--- src/rtl/spi_flash_pkg.sv ---
//------------------------------------------------------------------------------
// Module   : spi_flash_pkg
// Contents : states, SPI register map and CTRL field helpers for spi_flash_rd_seq
// Revision : 1.0 - initial release
//------------------------------------------------------------------------------
`timescale 1ns/1ps
`default_nettype none

package spi_flash_pkg;

  typedef enum logic [3:0] {
    ST_IDLE    = 4'd0,
    ST_LOAD    = 4'd1,
    ST_START   = 4'd2,
    ST_WAIT_HI = 4'd3,
    ST_WAIT_LO = 4'd4,
    ST_CAPTURE = 4'd5,
    ST_PUSH    = 4'd6,
    ST_NEXT    = 4'd7,
    ST_DESEL   = 4'd8
  } state_t;

  localparam logic [31:0] REG_CTRL   = 32'h0000_0000;
  localparam logic [31:0] REG_DATA   = 32'h0000_0004;
  localparam logic [31:0] REG_STATUS = 32'h0000_0008;

  localparam int CTRL_EN      = 0;
  localparam int CTRL_CPOL    = 1;
  localparam int CTRL_CPHA    = 2;
  localparam int CTRL_SS      = 3;
  localparam int CTRL_DIV_LSB = 8;
  localparam int CTRL_DIV_MSB = 15;

  localparam int HDR_BYTES = 4;

  // sel drives both SS and enable: a byte transfer always runs with SS asserted
  function automatic logic [31:0] ctrl_word(input logic [7:0] div, input logic cpha,
                                            input logic cpol, input logic sel);
    logic [31:0] w;
    w                           = '0;
    w[CTRL_EN]                  = sel;
    w[CTRL_CPOL]                = cpol;
    w[CTRL_CPHA]                = cpha;
    w[CTRL_SS]                  = sel;
    w[CTRL_DIV_MSB:CTRL_DIV_LSB] = div;
    return w;
  endfunction

  function automatic logic [7:0] hdr_byte(input logic [7:0] cmd, input logic [23:0] addr,
                                          input logic [16:0] idx);
    logic [7:0] b;
    case (idx)
      17'd0:   b = cmd;
      17'd1:   b = addr[23:16];
      17'd2:   b = addr[15:8];
      17'd3:   b = addr[7:0];
      default: b = 8'h00;
    endcase
    return b;
  endfunction

endpackage

`default_nettype wire

--- src/rtl/spi_flash_rd_seq.sv ---
//------------------------------------------------------------------------------
// Module   : spi_flash_rd_seq
// Function : drives the SPI register port to run a serial-flash READ (0x03) and
//            streams the received data bytes out on a valid/ready interface.
//            Optional byte timeout: define SPI_FLASH_RD_SEQ_TIMEOUT_EN.
// Revision : 1.0 - initial release
//------------------------------------------------------------------------------
`timescale 1ns/1ps
`default_nettype none

module spi_flash_rd_seq
  import spi_flash_pkg::*;
#(
  parameter logic [7:0] CLK_DIV     = 8'd4,
  parameter logic [7:0] READ_CMD    = 8'h03,
  parameter int         TIMEOUT_CYC = 1023
) (
  input  logic        clk,
  input  logic        rst_n,
  input  logic        req_i,
  input  logic [23:0] addr_i,
  input  logic [15:0] len_i,
  input  logic        cpol_i,
  input  logic        cpha_i,
  output logic        busy_o,
  output logic        done_o,
  output logic        err_o,
  output logic [7:0]  m_data_o,
  output logic        m_valid_o,
  input  logic        m_ready_i,
  output logic [31:0] spi_addr_o,
  output logic [31:0] spi_wdata_o,
  output logic        spi_wr_en_o,
  input  logic [31:0] spi_rdata_i
);

  state_t      r_state;
  logic [23:0] r_addr;
  logic [15:0] r_len;
  logic        r_cpol;
  logic        r_cpha;
  logic [16:0] r_idx;

  logic [16:0] w_idx_nxt;
  logic [16:0] w_total;
  logic [31:0] w_sel_word;
  logic [31:0] w_desel_word;

  assign w_idx_nxt    = r_idx + 17'd1;
  assign w_total      = 17'(HDR_BYTES) + {1'b0, r_len};
  assign w_sel_word   = ctrl_word(CLK_DIV, r_cpha, r_cpol, 1'b1);
  assign w_desel_word = ctrl_word(CLK_DIV, r_cpha, r_cpol, 1'b0);

`ifdef SPI_FLASH_RD_SEQ_TIMEOUT_EN
  localparam int TMR_W = $clog2(TIMEOUT_CYC + 1);
  logic [TMR_W-1:0] r_tmr;
  logic             r_abort;
  logic             w_tmo;
  assign w_tmo = (r_tmr == TMR_W'(TIMEOUT_CYC));
`else
  assign err_o = 1'b0;
`endif

  // Outputs are registered to describe the state being entered
  always_ff @(posedge clk or negedge rst_n) begin
    if (!rst_n) begin
      r_state     <= ST_IDLE;
      r_addr      <= '0;
      r_len       <= '0;
      r_cpol      <= 1'b0;
      r_cpha      <= 1'b0;
      r_idx       <= '0;
      busy_o      <= 1'b0;
      done_o      <= 1'b0;
      m_data_o    <= '0;
      m_valid_o   <= 1'b0;
      spi_addr_o  <= '0;
      spi_wdata_o <= '0;
      spi_wr_en_o <= 1'b0;
`ifdef SPI_FLASH_RD_SEQ_TIMEOUT_EN
      err_o       <= 1'b0;
      r_tmr       <= '0;
      r_abort     <= 1'b0;
`endif
    end else begin
      done_o <= 1'b0;
`ifdef SPI_FLASH_RD_SEQ_TIMEOUT_EN
      err_o  <= 1'b0;
`endif
      case (r_state)
        ST_IDLE: begin
          if (req_i) begin
            r_addr      <= addr_i;
            r_len       <= len_i;
            r_cpol      <= cpol_i;
            r_cpha      <= cpha_i;
            r_idx       <= '0;
            busy_o      <= 1'b1;
            r_state     <= ST_LOAD;
            spi_addr_o  <= REG_DATA;
            spi_wdata_o <= {24'h0, READ_CMD};
            spi_wr_en_o <= 1'b1;
          end
        end
        ST_LOAD: begin
          r_state     <= ST_START;
          spi_addr_o  <= REG_CTRL;
          spi_wdata_o <= w_sel_word;
          spi_wr_en_o <= 1'b1;
        end
        ST_START: begin
          r_state     <= ST_WAIT_HI;
          spi_addr_o  <= REG_STATUS;
          spi_wdata_o <= '0;
          spi_wr_en_o <= 1'b0;
`ifdef SPI_FLASH_RD_SEQ_TIMEOUT_EN
          r_tmr       <= '0;
`endif
        end
        // Peripheral busy lags the start write, so idle is only trusted after busy was seen
        ST_WAIT_HI: begin
`ifdef SPI_FLASH_RD_SEQ_TIMEOUT_EN
          r_tmr <= r_tmr + 1'b1;
          if (w_tmo) begin
            r_abort     <= 1'b1;
            r_state     <= ST_DESEL;
            spi_addr_o  <= REG_CTRL;
            spi_wdata_o <= w_desel_word;
            spi_wr_en_o <= 1'b1;
          end else
`endif
          if (spi_rdata_i[0]) begin
            r_state <= ST_WAIT_LO;
          end
        end
        ST_WAIT_LO: begin
`ifdef SPI_FLASH_RD_SEQ_TIMEOUT_EN
          r_tmr <= r_tmr + 1'b1;
          if (w_tmo) begin
            r_abort     <= 1'b1;
            r_state     <= ST_DESEL;
            spi_addr_o  <= REG_CTRL;
            spi_wdata_o <= w_desel_word;
            spi_wr_en_o <= 1'b1;
          end else
`endif
          if (!spi_rdata_i[0]) begin
            r_state    <= ST_CAPTURE;
            spi_addr_o <= REG_DATA;
          end
        end
        ST_CAPTURE: begin
          if (r_idx < 17'(HDR_BYTES)) begin
            r_state <= ST_NEXT;
          end else begin
            m_data_o  <= spi_rdata_i[7:0];
            m_valid_o <= 1'b1;
            r_state   <= ST_PUSH;
          end
        end
        ST_PUSH: begin
          if (m_ready_i) begin
            m_valid_o <= 1'b0;
            r_state   <= ST_NEXT;
          end
        end
        ST_NEXT: begin
          r_idx       <= w_idx_nxt;
          spi_wr_en_o <= 1'b1;
          if (w_idx_nxt == w_total) begin
            r_state     <= ST_DESEL;
            spi_addr_o  <= REG_CTRL;
            spi_wdata_o <= w_desel_word;
          end else begin
            r_state     <= ST_LOAD;
            spi_addr_o  <= REG_DATA;
            spi_wdata_o <= {24'h0, hdr_byte(READ_CMD, r_addr, w_idx_nxt)};
          end
        end
        ST_DESEL: begin
          r_state     <= ST_IDLE;
          busy_o      <= 1'b0;
          spi_addr_o  <= '0;
          spi_wdata_o <= '0;
          spi_wr_en_o <= 1'b0;
`ifdef SPI_FLASH_RD_SEQ_TIMEOUT_EN
          err_o       <= r_abort;
          done_o      <= ~r_abort;
          r_abort     <= 1'b0;
`else
          done_o      <= 1'b1;
`endif
        end
        default: begin
          r_state <= ST_IDLE;
        end
      endcase
    end
  end

endmodule

`default_nettype wire

--- config.mk ---
export PLATFORM = sky130hd
export DESIGN_NAME = spi_flash_rd_seq
export DESIGN_NICKNAME = d
export VERILOG_FILES = /design/src/rtl/spi_flash_pkg.sv /design/src/rtl/spi_flash_rd_seq.sv
export SDC_FILE = /design/constraint.sdc
export NUM_CORES = 1
export LEC_CHECK = 0
export BUFFER_PORTS_ARGS = -buffer_cell sky130_fd_sc_hd__buf_2
export CAP_MARGIN = 30
export CELL_PAD_IN_SITES_DETAIL_PLACEMENT = 1
export CELL_PAD_IN_SITES_GLOBAL_PLACEMENT = 2
export CORE_MARGIN = 2
export CORE_UTILIZATION = 29
export DETAILED_ROUTE_END_ITERATION = 7
export PLACE_DENSITY_LB_ADDON = 0.1
export SLEW_MARGIN = 25
export SYNTH_ARGS = -nofsm -noshare
export SYNTH_HDL_FRONTEND = slang
export SYNTH_SLANG_ARGS = --single-unit
--- constraint.sdc ---
create_clock -name clk -period 2.9 [get_ports clk]
set_clock_uncertainty 0.15 [all_clocks]
set_input_delay 0.29 -clock clk [delete_from_list [all_inputs] [get_ports clk]]
set_output_delay 0.29 -clock clk [all_outputs]
set_load 0.02 [all_outputs]
==> impl_metrics.env, run 1 <==
export IMPL_cp_data_arrival_time_ps=2940
export IMPL_io_pins=155
export IMPL_drt_wirelength_per_cell_um=16.3
export IMPL_drt_iter0_drc=212
export IMPL_min_from="addr_i[13]"
export IMPL_clk_pin_slew_ps=70
export IMPL_place_area_um2=6090
export IMPL_hold_viol=0
export IMPL_cts_tree="built"
export IMPL_synth_seq_cells=86
export IMPL_fin_crit_ps=2850
export IMPL_crit_type="reg2reg"
export IMPL_cellLeakagePower_uw=0.00311
export IMPL_fmax_mhz=350
export IMPL_r2r_start="r_idx[0]"
export IMPL_cts_buffer_depth=2
export IMPL_via_count=4216
export IMPL_dieArea_um2=19000
export IMPL_outcome="completed"
export IMPL_area_delta_synth_final_pct=29.7
export IMPL_worst_pin_slew_ps=664
export IMPL_synth_largest_area_cell="dfrtp_1"
export IMPL_htreeDepth=3
export IMPL_globalplace_congestion=0.797
export IMPL_hpwlAfterDp_um=10700
export IMPL_ir_drop_mv=0.356
export IMPL_first_pass_iters=4
export IMPL_maxSlewViolCount=0
export IMPL_hold_path_end="r_addr[13]"
export IMPL_grt_pass1_wl_um=24000
export IMPL_synthTopCellsByArea="dfrtp_1 (41%), mux2_2 (11%), buf_4 (8.5%), xnor2_1 (4.7%), o21ai_0 (3.2%)"
export IMPL_r2r_end="spi_wdata_o[1]"
export IMPL_syn_area_um2=5210
export IMPL_finalSetupViolCount=0
export IMPL_crit_top_cell="buf_4"
export IMPL_wirelength_um=14500
export IMPL_rsz0062_at_grt="yes"
export IMPL_detailedPlace_worstSlack_ps=-207
export IMPL_placed_cells=859
export IMPL_core_um2=17800
export IMPL_crit_fanout=8
export IMPL_crit_path_start_kind="register"
export IMPL_cts_buffers=9
export IMPL_nNetsFinal=740
export IMPL_fin_ws_ps=45.2
export IMPL_synthArstFlopShare_pct=100
export IMPL_numPortBuffers=76
export IMPL_grt_max_degree=47
export IMPL_grt_pass1_vias=4362
export IMPL_synth_top_cell_area_share_pct=41.3
export IMPL_cts_sinks=86
export IMPL_worstSkewPairLatency_ps=350
export IMPL_r2r_slack_ps=50
export IMPL_critPathRequiredTime_ps=2990
export IMPL_final_area_um2=6760
export IMPL_critPathCaptureType="register"
export IMPL_avgSynthCellArea_um2=10.1
export IMPL_max_stage_delay_ps=530
export IMPL_instances_no_fill=890
export IMPL_r2r_cells=9
export IMPL_cp_slowest_cell="or4_4"
export IMPL_hp_class="in2reg"
export IMPL_grt_antenna_before_repair=0
export IMPL_rows=49
export IMPL_synth_main_ff_cell="dfrtp_1"
export IMPL_antenna_left=0
export IMPL_drv_cap=0
export IMPL_power_density_nw_per_um2=954
export IMPL_post_route_drc_count=0
export IMPL_gr_total_overflow=0
export IMPL_fin_crit_sh_pct=98.4
export IMPL_synth_edf_count=0
export IMPL_hold_depth=2
export IMPL_synth_cells=514
export IMPL_track_usage_pct=15.7
export IMPL_relSlewSlack_pct=55.7
export IMPL_synth_warnings=0
export IMPL_fin_tns_setup_ps=0
export IMPL_die_h_um=138
export IMPL_yosysUniqueCellTypes=57
export IMPL_path_cells="buf_4 > nand4_4 > nor3_2 > xnor2_2 > xnor2_1 > nand4_1 > buf_4 > or4_4 > a221o_1"
export IMPL_synth_seq_area_share_pct=41.3
export IMPL_initial_utilization_pct=29.3
export IMPL_viasPerCell=4.74
export IMPL_layout_drive_gt1_share_pct=39.8
export IMPL_root_buffer="clkbuf_16"
export IMPL_die_x_um=138
export IMPL_num_antenna_cells=0
==> metrics by stage <==
| stage | power, uW | hold slack (ps) | utilization, % |
|---|---|---|---|
| 2_1_floorplan | 4110 | -156 | - |
| 3_3_place_gp | 5100 | 211 | 34.3 |
| 3_5_place_dp | 5170 | 215 | 34.3 |
| 4_1_cts | 6450 | 0.283 | 37.0 |
| 5_1_grt | 6960 | 5.02 | 38.0 |
| 6_report | 6440 | 16.4 | 38.0 |
==> how the worst max path moves through the flow <==
stage	startpoint	endpoint	slack [ps]	cells after the start
3_3_place_gp	r_len[2]	spi_wdata_o[1]	-110	8
2_1_floorplan	r_idx[0]	spi_wdata_o[1]	50	10
3_5_place_dp	r_idx[0]	spi_wdata_o[1]	-210	9
4_1_cts	r_idx[0]	spi_wdata_o[1]	-5	9
6_report	r_idx[0]	spi_wdata_o[1]	50	9
5_1_grt	r_idx[1]	spi_wdata_o[1]	-90	11
==> cell usage after synthesis (3+ instances only) <==
master    number
nor3_1        14
xnor3_1        3
nand4_1        9
mux2_2        51
nand2_1       43
xnor2_1       28
o22ai_1        3
xor2_1         6
inv_1         11
dfrtp_1       86
a21oi_1       11
nor4_1         9
o21ai_0       33
clkbuf_1      17
nor2_1        26
ha_1           6
a222oi_1       6
buf_4         59
o31ai_1        8
nand2b_1       4
a22o_1         3
a31oi_1        6
nand3_1       17
buf_2          3
and3_1         3
a22oi_1        4
==> worst max-delay path: cells and delay by family (launching register included) <==
| family | cells | cell delay (ps) |
|---|---|---|
| XOR/XNOR | 2 | 340 |
| AO/OA/AOI/OAI | 1 | 300 |
| AND/OR/NAND/NOR | 4 | 1150 |
| flip-flops | 1 | 400 |
| buffers and inverters | 2 | 390 |
==> layer usage <==
metal / routed length, um / share of wire, % / global-route usage (%)
met1: 6820 / 47 / 21.4
met2: 6900 / 48 / 25.4
met3: 542 / 3.7 / 2.42
met5: 0 / 0 / 0
met4: 248 / 1.7 / 5.48
==> cell usage in the layout (no fill, tap or decap), types with 12 or more instances in the layout <==
| cell type | instances |
|---|---|
| xnor2_1 | 20 |
| nand2_1 | 43 |
| buf_2 | 75 |
| mux2_2 | 51 |
| conb_1 | 54 |
| o21ai_0 | 32 |
| buf_4 | 72 |
| nor3_1 | 12 |
| nor2_1 | 25 |
| dfrtp_1 | 81 |
| nand3_1 | 14 |
==> area by class of cell <==
class / count / area (um^2)
clock buffer: 9 / 225
clock inverter: 7 / 72.6
fill: 2056 / 11000
inverter: 11 / 41.3
multi-input combinational: 388 / 2910
sequential: 86 / 2160
tap: 229 / 287
timing repair buffer: 160 / 1060
==> state kept, by name, indices dropped and copies added, names as in the netlist, 2 cells and up <==
name         flops
r_idx           17
r_addr          24
r_len           16
spi_addr_o       2
r_state          4
spi_wdata_o      9
m_data_o         8
==> repair_timing <==
| action | in CTS | in global routing |
|---|---|---|
| pin swaps | 10 | 17 |
| resized for setup | 15 | 24 |
| endpoints found under the setup margin | 4 | 9 |
| setup buffers | 2 | 3 |
| cloned | 0 | 0 |
| hold buffers | 10 | 0 |
| endpoints found under the hold margin | 52 | 0 |
==> where the power goes <==
part           switching (uW)  internal, uW  total, uW  leakage (uW)
clock                     575           610       1190      0.000144
combinational            1620          1460       3080       0.00190
sequential                468          1710       2180       0.00106
==> cells by family after synthesis <==
logic type / Yosys count / synth area share, %
and+or+nand+nor: 150 / 16.5
buffers and inverters: 93 / 11.2
AOI/OAI and AO/OA: 87 / 10.8
DFF: 86 / 41.3
muxes: 54 / 11.7
xor gates and xnor gates: 37 / 7.02
adders and majority gates: 6 / 1.44
other: 1 / 0.0720
No activity file was read; power rests on OpenSTA's default activity.
==> run 2, diff against run 1 <==
- CORE_UTILIZATION: 29 -> 32
- CTS_BUF_LIST: unset -> sky130_fd_sc_hd__clkbuf_16
- clock period: 2.9 -> 3 ns (I/O delays scaled with it)
==> impl_metrics.env, run 2 (synthesized netlist as in run 1, its figures left out) <==
export IMPL_drv_cap=0
export IMPL_cp_data_arrival_time_ps=2970
export IMPL_crit_buf_inv=2
export IMPL_hpwlAfterDp_um=10300
export IMPL_grt_pass1_vias=4408
export IMPL_core_um2=15900
export IMPL_final_common_cell="dfrtp_1"
export IMPL_cts_sinks=86
export IMPL_critPathRequiredTime_ps=3080
export IMPL_final_seq_area_um2=2160
export IMPL_fmax_mhz=346
export IMPL_area_delta_synth_final_pct=27.2
export IMPL_cp_top_family="simple AND/OR/NAND/NOR gates"
export IMPL_worstSkewPairLatency_ps=350
export IMPL_grt_antenna_before_repair=0
export IMPL_track_usage_pct=16.8
export IMPL_crit_top_cell="buf_6"
export IMPL_die_h_um=132
export IMPL_max_stage_delay_ps=530
export IMPL_largest_register="r_addr"
export IMPL_fin_crit_sh_pct=96.4
export IMPL_grt_max_degree=49
export IMPL_cts_tree="built"
export IMPL_grt_pass1_wl_um=23300
export IMPL_drt_iter0_drc=249
export IMPL_largestRegisters="r_addr (24), r_idx (17), r_len (16)"
export IMPL_cp_slowest_cell="or4_4"
export IMPL_viasPerCell=4.83
export IMPL_globalplace_congestion=0.795
export IMPL_crit_path_start_kind="register"
export IMPL_outcome="completed"
export IMPL_rsz0062_at_grt="yes"
export IMPL_clk_pin_slew_ps=70
export IMPL_drt_wirelength_per_cell_um=16.3
export IMPL_crit_type="reg2reg"
export IMPL_dieArea_um2=17300
export IMPL_path_cells="buf_6 > ha_4 > nand3_4 > buf_6 > nor4_4 > xnor2_2 > nor4b_2 > a21oi_2 > or4_4 > a221o_1"
export IMPL_critPathCaptureType="register"
export IMPL_fill_cells=1882
export IMPL_fin_crit_ps=2890
export IMPL_relSlewSlack_pct=55.6
export IMPL_root_buffer="clkbuf_16"
export IMPL_via_count=4189
export IMPL_power_density_nw_per_um2=962
export IMPL_htreeDepth=3
export IMPL_wirelength_um=14100
export IMPL_ir_drop_mv=0.351
export IMPL_cellLeakagePower_uw=0.00306
export IMPL_post_route_drc_count=0
export IMPL_fin_hold_ws_ps=27.2
export IMPL_worst_pin_slew_ps=666
export IMPL_hp_class="in2reg"
export IMPL_maxSlewViolCount=0
export IMPL_cts_buffer_depth=2
export IMPL_io_pins=155
export IMPL_numPortBuffers=76
export IMPL_fin_ws_ps=108
export IMPL_antenna_left=0
export IMPL_crit_fanout=4
export IMPL_finalSetupViolCount=0
export IMPL_die_x_um=132
export IMPL_first_pass_iters=4
export IMPL_multi_input_area_um2=2840
export IMPL_initial_utilization_pct=32.8
export IMPL_gr_total_overflow=0
export IMPL_rows=46
export IMPL_layout_drive_gt1_share_pct=38.8
export IMPL_detailedPlace_worstSlack_ps=-210
export IMPL_hold_viol=0
export IMPL_nNetsFinal=731
export IMPL_cts_buffers=9
export IMPL_largest_reg_flops=24
export IMPL_final_cell_mix="dfrtp_1 (83), buf_2 (75), buf_4 (70)"
export IMPL_num_antenna_cells=0
==> run 2: changes by cell type in the layout (fill, tap and decap cells not counted), sizes merged <==
cell / change
bufinv: +3
clkinvlp: -1
dlygate4sd3: -9
inv: -2
==> run 2: metal layers <==
metal	wire length (um)	track usage [%]	vias up
li1	-	-	1986
met1	6500	22.5	2070
met2	6750	27.0	118
met3	680	3.90	15
met4	178	4.77	0
met5	0	0	-
==> run 2: worst reg2reg max path: cells and delay by family, from the launching register on <==
kind | cells | cell delay [ps]
buf+inv | 2 | 260
flops | 1 | 380
simple gates | 4 | 1220
fa+ha+maj | 1 | 160
xor+xnor | 1 | 170
compound gates | 2 | 450
==> run 2: final timing paths <==
| check | startpoint | to | slack (ps) | depth (start not counted) |
|---|---|---|---|---|
| max reg2reg | r_idx[0] | spi_wdata_o[1] | 110 | 10 |
| max | r_idx[0] | spi_wdata_o[1] | 110 | 10 |
| min reg2reg | spi_wdata_o[10] | spi_wdata_o[10] | 330 | 1 |
| min in group asynchronous | rst_n | r_len[5] | 320 | 2 |
| max in group asynchronous | rst_n | r_idx[2] | 1650 | 3 |
| min | addr_i[7] | r_addr[7] | 30 | 2 |
==> run 2: area by class of cell <==
class | count | area share, %
clock buffer | 9 | 3.40
clock inverter | 7 | 1.81
inverter | 11 | 0.623
multi-input combinational | 388 | 42.8
sequential | 86 | 32.5
tap | 216 | 4.08
timing repair buffer | 151 | 14.7
==> run 2: metrics by stage <==
step / utilization [%] / setup TNS (ps) / instance area (um^2) / std cells / total power, uW
finish: 41.7 / 0 / 6620 / 868 / 6370
global route: 41.7 / -171 / 6620 / 868 / 6880
CTS: 40.5 / 0 / 6430 / 858 / 6350
detailed placement: 37.7 / -593 / 5990 / 838 / 4920
global placement: 37.7 / -116 / 5990 / 838 / 4840
floorplan: - / 0 / 5410 / 567 / 3950
==> run 2: what timing repair did <==
| action | in CTS | in global routing |
|---|---|---|
| hold buffers | 1 | 0 |
| endpoints found under the setup margin | 4 | 10 |
| setup buffers | 3 | 10 |
| gates resized for setup | 12 | 20 |
| pin swaps | 5 | 15 |
| hold endpoints to repair | 38 | 0 |
==> run 2: power by group <==
part | internal, uW | switching, uW
registers | 1650 | 488
clock network | 819 | 497
logic | 1410 | 1510
==> run 3, diff against run 2 <==
- HOLD_SLACK_MARGIN: unset -> 0.12
==> impl_metrics.env, run 3 (synthesized netlist as in run 1, its figures left out) <==
export IMPL_clk_pin_slew_ps=60
export IMPL_core_um2=15900
export IMPL_via_count=4373
export IMPL_cts_tree="built"
export IMPL_dieArea_um2=17300
export IMPL_cts_buffer_depth=2
export IMPL_r2r_slack_ps=110
export IMPL_cts_buffers=9
export IMPL_rows=46
export IMPL_die_x_um=132
export IMPL_num_antenna_cells=0
export IMPL_fill_cells=1868
export IMPL_placed_cells=838
export IMPL_worst_pin_slew_ps=663
export IMPL_place_area_um2=5990
export IMPL_hpwlAfterDp_um=10300
export IMPL_antenna_left=0
export IMPL_largestRegisters="r_addr (24), r_idx (17), r_len (16)"
export IMPL_first_pass_iters=4
export IMPL_post_route_drc_count=0
export IMPL_critPathRequiredTime_ps=3080
export IMPL_nNetsFinal=780
export IMPL_fin_crit_sh_pct=96.3
export IMPL_die_h_um=132
export IMPL_layout_drive_gt1_share_pct=36.1
export IMPL_area_delta_synth_final_pct=36.6
export IMPL_worstSkewPairLatency_ps=350
export IMPL_grt_pass1_wl_um=24100
export IMPL_final_seq_area_um2=2160
export IMPL_root_buffer="clkbuf_16"
export IMPL_power_density_nw_per_um2=904
export IMPL_r2r_start="r_idx[0]"
export IMPL_critPathCaptureType="register"
export IMPL_largest_reg_flops=24
export IMPL_viasPerCell=4.77
export IMPL_final_area_um2=7110
export IMPL_htreeDepth=3
export IMPL_r2r_end="spi_wdata_o[1]"
export IMPL_cp_data_arrival_time_ps=2970
export IMPL_crit_path_start_kind="register"
export IMPL_fin_hold_ws_ps=140
export IMPL_maxSlewViolCount=0
export IMPL_hp_class="in2reg"
export IMPL_cellLeakagePower_uw=0.00326
export IMPL_crit_type="reg2reg"
export IMPL_fin_crit_ps=2890
export IMPL_initial_utilization_pct=32.8
export IMPL_track_usage_pct=17.4
export IMPL_globalplace_congestion=0.795
export IMPL_io_pins=155
export IMPL_largest_register="r_addr"
export IMPL_rsz0062_at_grt="yes"
export IMPL_final_common_cell="dfrtp_1"
export IMPL_hold_path_end="m_data_o[0]"
export IMPL_hold_viol=0
export IMPL_grt_max_degree=49
export IMPL_finalSetupViolCount=0
export IMPL_instances_no_fill=917
export IMPL_multi_input_area_um2=2840
export IMPL_fin_tns_setup_ps=0
export IMPL_r2r_cells=10
export IMPL_crit_fanout=4
export IMPL_grt_pass1_vias=4586
export IMPL_hold_depth=2
export IMPL_gr_total_overflow=0
export IMPL_wirelength_um=14700
export IMPL_ir_drop_mv=0.351
export IMPL_grt_antenna_before_repair=0
export IMPL_drt_wirelength_per_cell_um=16.1
export IMPL_outcome="completed"
export IMPL_fin_ws_ps=111
export IMPL_drv_cap=0
export IMPL_final_cell_mix="dfrtp_1 (83), buf_2 (75), buf_4 (70)"
export IMPL_relSlewSlack_pct=55.8
export IMPL_fmax_mhz=346
export IMPL_detailedPlace_worstSlack_ps=-210
export IMPL_cts_sinks=86
export IMPL_numPortBuffers=76
export IMPL_min_from="spi_rdata_i[0]"
export IMPL_drt_iter0_drc=251
## run 3: final cells by class
| cell class | count | area share [%] |
|---|---|---|
| repair buffers | 200 | 20.6 |
| inverters | 11 | 0.580 |
| flip-flops and latches | 86 | 30.3 |
| clock inverters | 7 | 1.69 |
| clock buffers | 9 | 3.17 |
| well taps | 216 | 3.80 |
| multi-input cells | 388 | 39.9 |
## run 3: metal layers
layer / part of all wire (%) / up-vias / track usage (%)
li1: - / 2080 / -
met1: 46 / 2155 / 22.9
met2: 48 / 121 / 28.7
met3: 4.6 / 17 / 3.74
met4: 1.5 / 0 / 5.25
met5: 0 / - / 0
## run 3: worst max-delay path, cell delays in order (launching register included)
cell and delay (ps):
dfrtp_1 380, buf_6 110, ha_4 160, nand3_4 90, buf_6 150, nor4_4 290
xnor2_2 170, nor4b_2 300, a21oi_2 120, or4_4 530, a221o_1 330
## run 3: worst max-delay path by stage
| stage | start | endpoint | cells past startpoint |
|---|---|---|---|
| 2_1_floorplan | r_idx[1] | spi_wdata_o[1] | 9 |
| 3_3_place_gp | r_idx[0] | spi_wdata_o[1] | 8 |
| 3_5_place_dp | r_idx[0] | r_state[0] | 11 |
| 4_1_cts | r_idx[4] | spi_wdata_o[1] | 8 |
| 5_1_grt | r_idx[0] | spi_wdata_o[2] | 12 |
| 6_report | r_idx[0] | spi_wdata_o[1] | 10 |
## run 3: report_power, final
part	total [uW]	internal, uW	leakage [uW]	switching [uW]
Combinational	2980	1450	0.00203	1520
Sequential	2140	1650	0.00106	491
Clock	1310	819	0.000172	495
Total	6430	3920	0.00326	2510
## run 3: what timing repair did
action / 4_1_cts / 5_1_grt
hold buffers: 50 / 0
buffers inserted: 3 / 10
endpoints found under the hold margin: 87 / 0
endpoints found under the setup margin: 4 / 10
pin swaps: 5 / 15
resized for setup: 12 / 20
## run 3: stage by stage
stage | power [uW] | util [%]
floorplan | 3950 | -
global placement | 4840 | 37.7
detailed placement | 4920 | 37.7
CTS | 6400 | 43.6
global route | 6940 | 44.8
finish | 6430 | 44.8
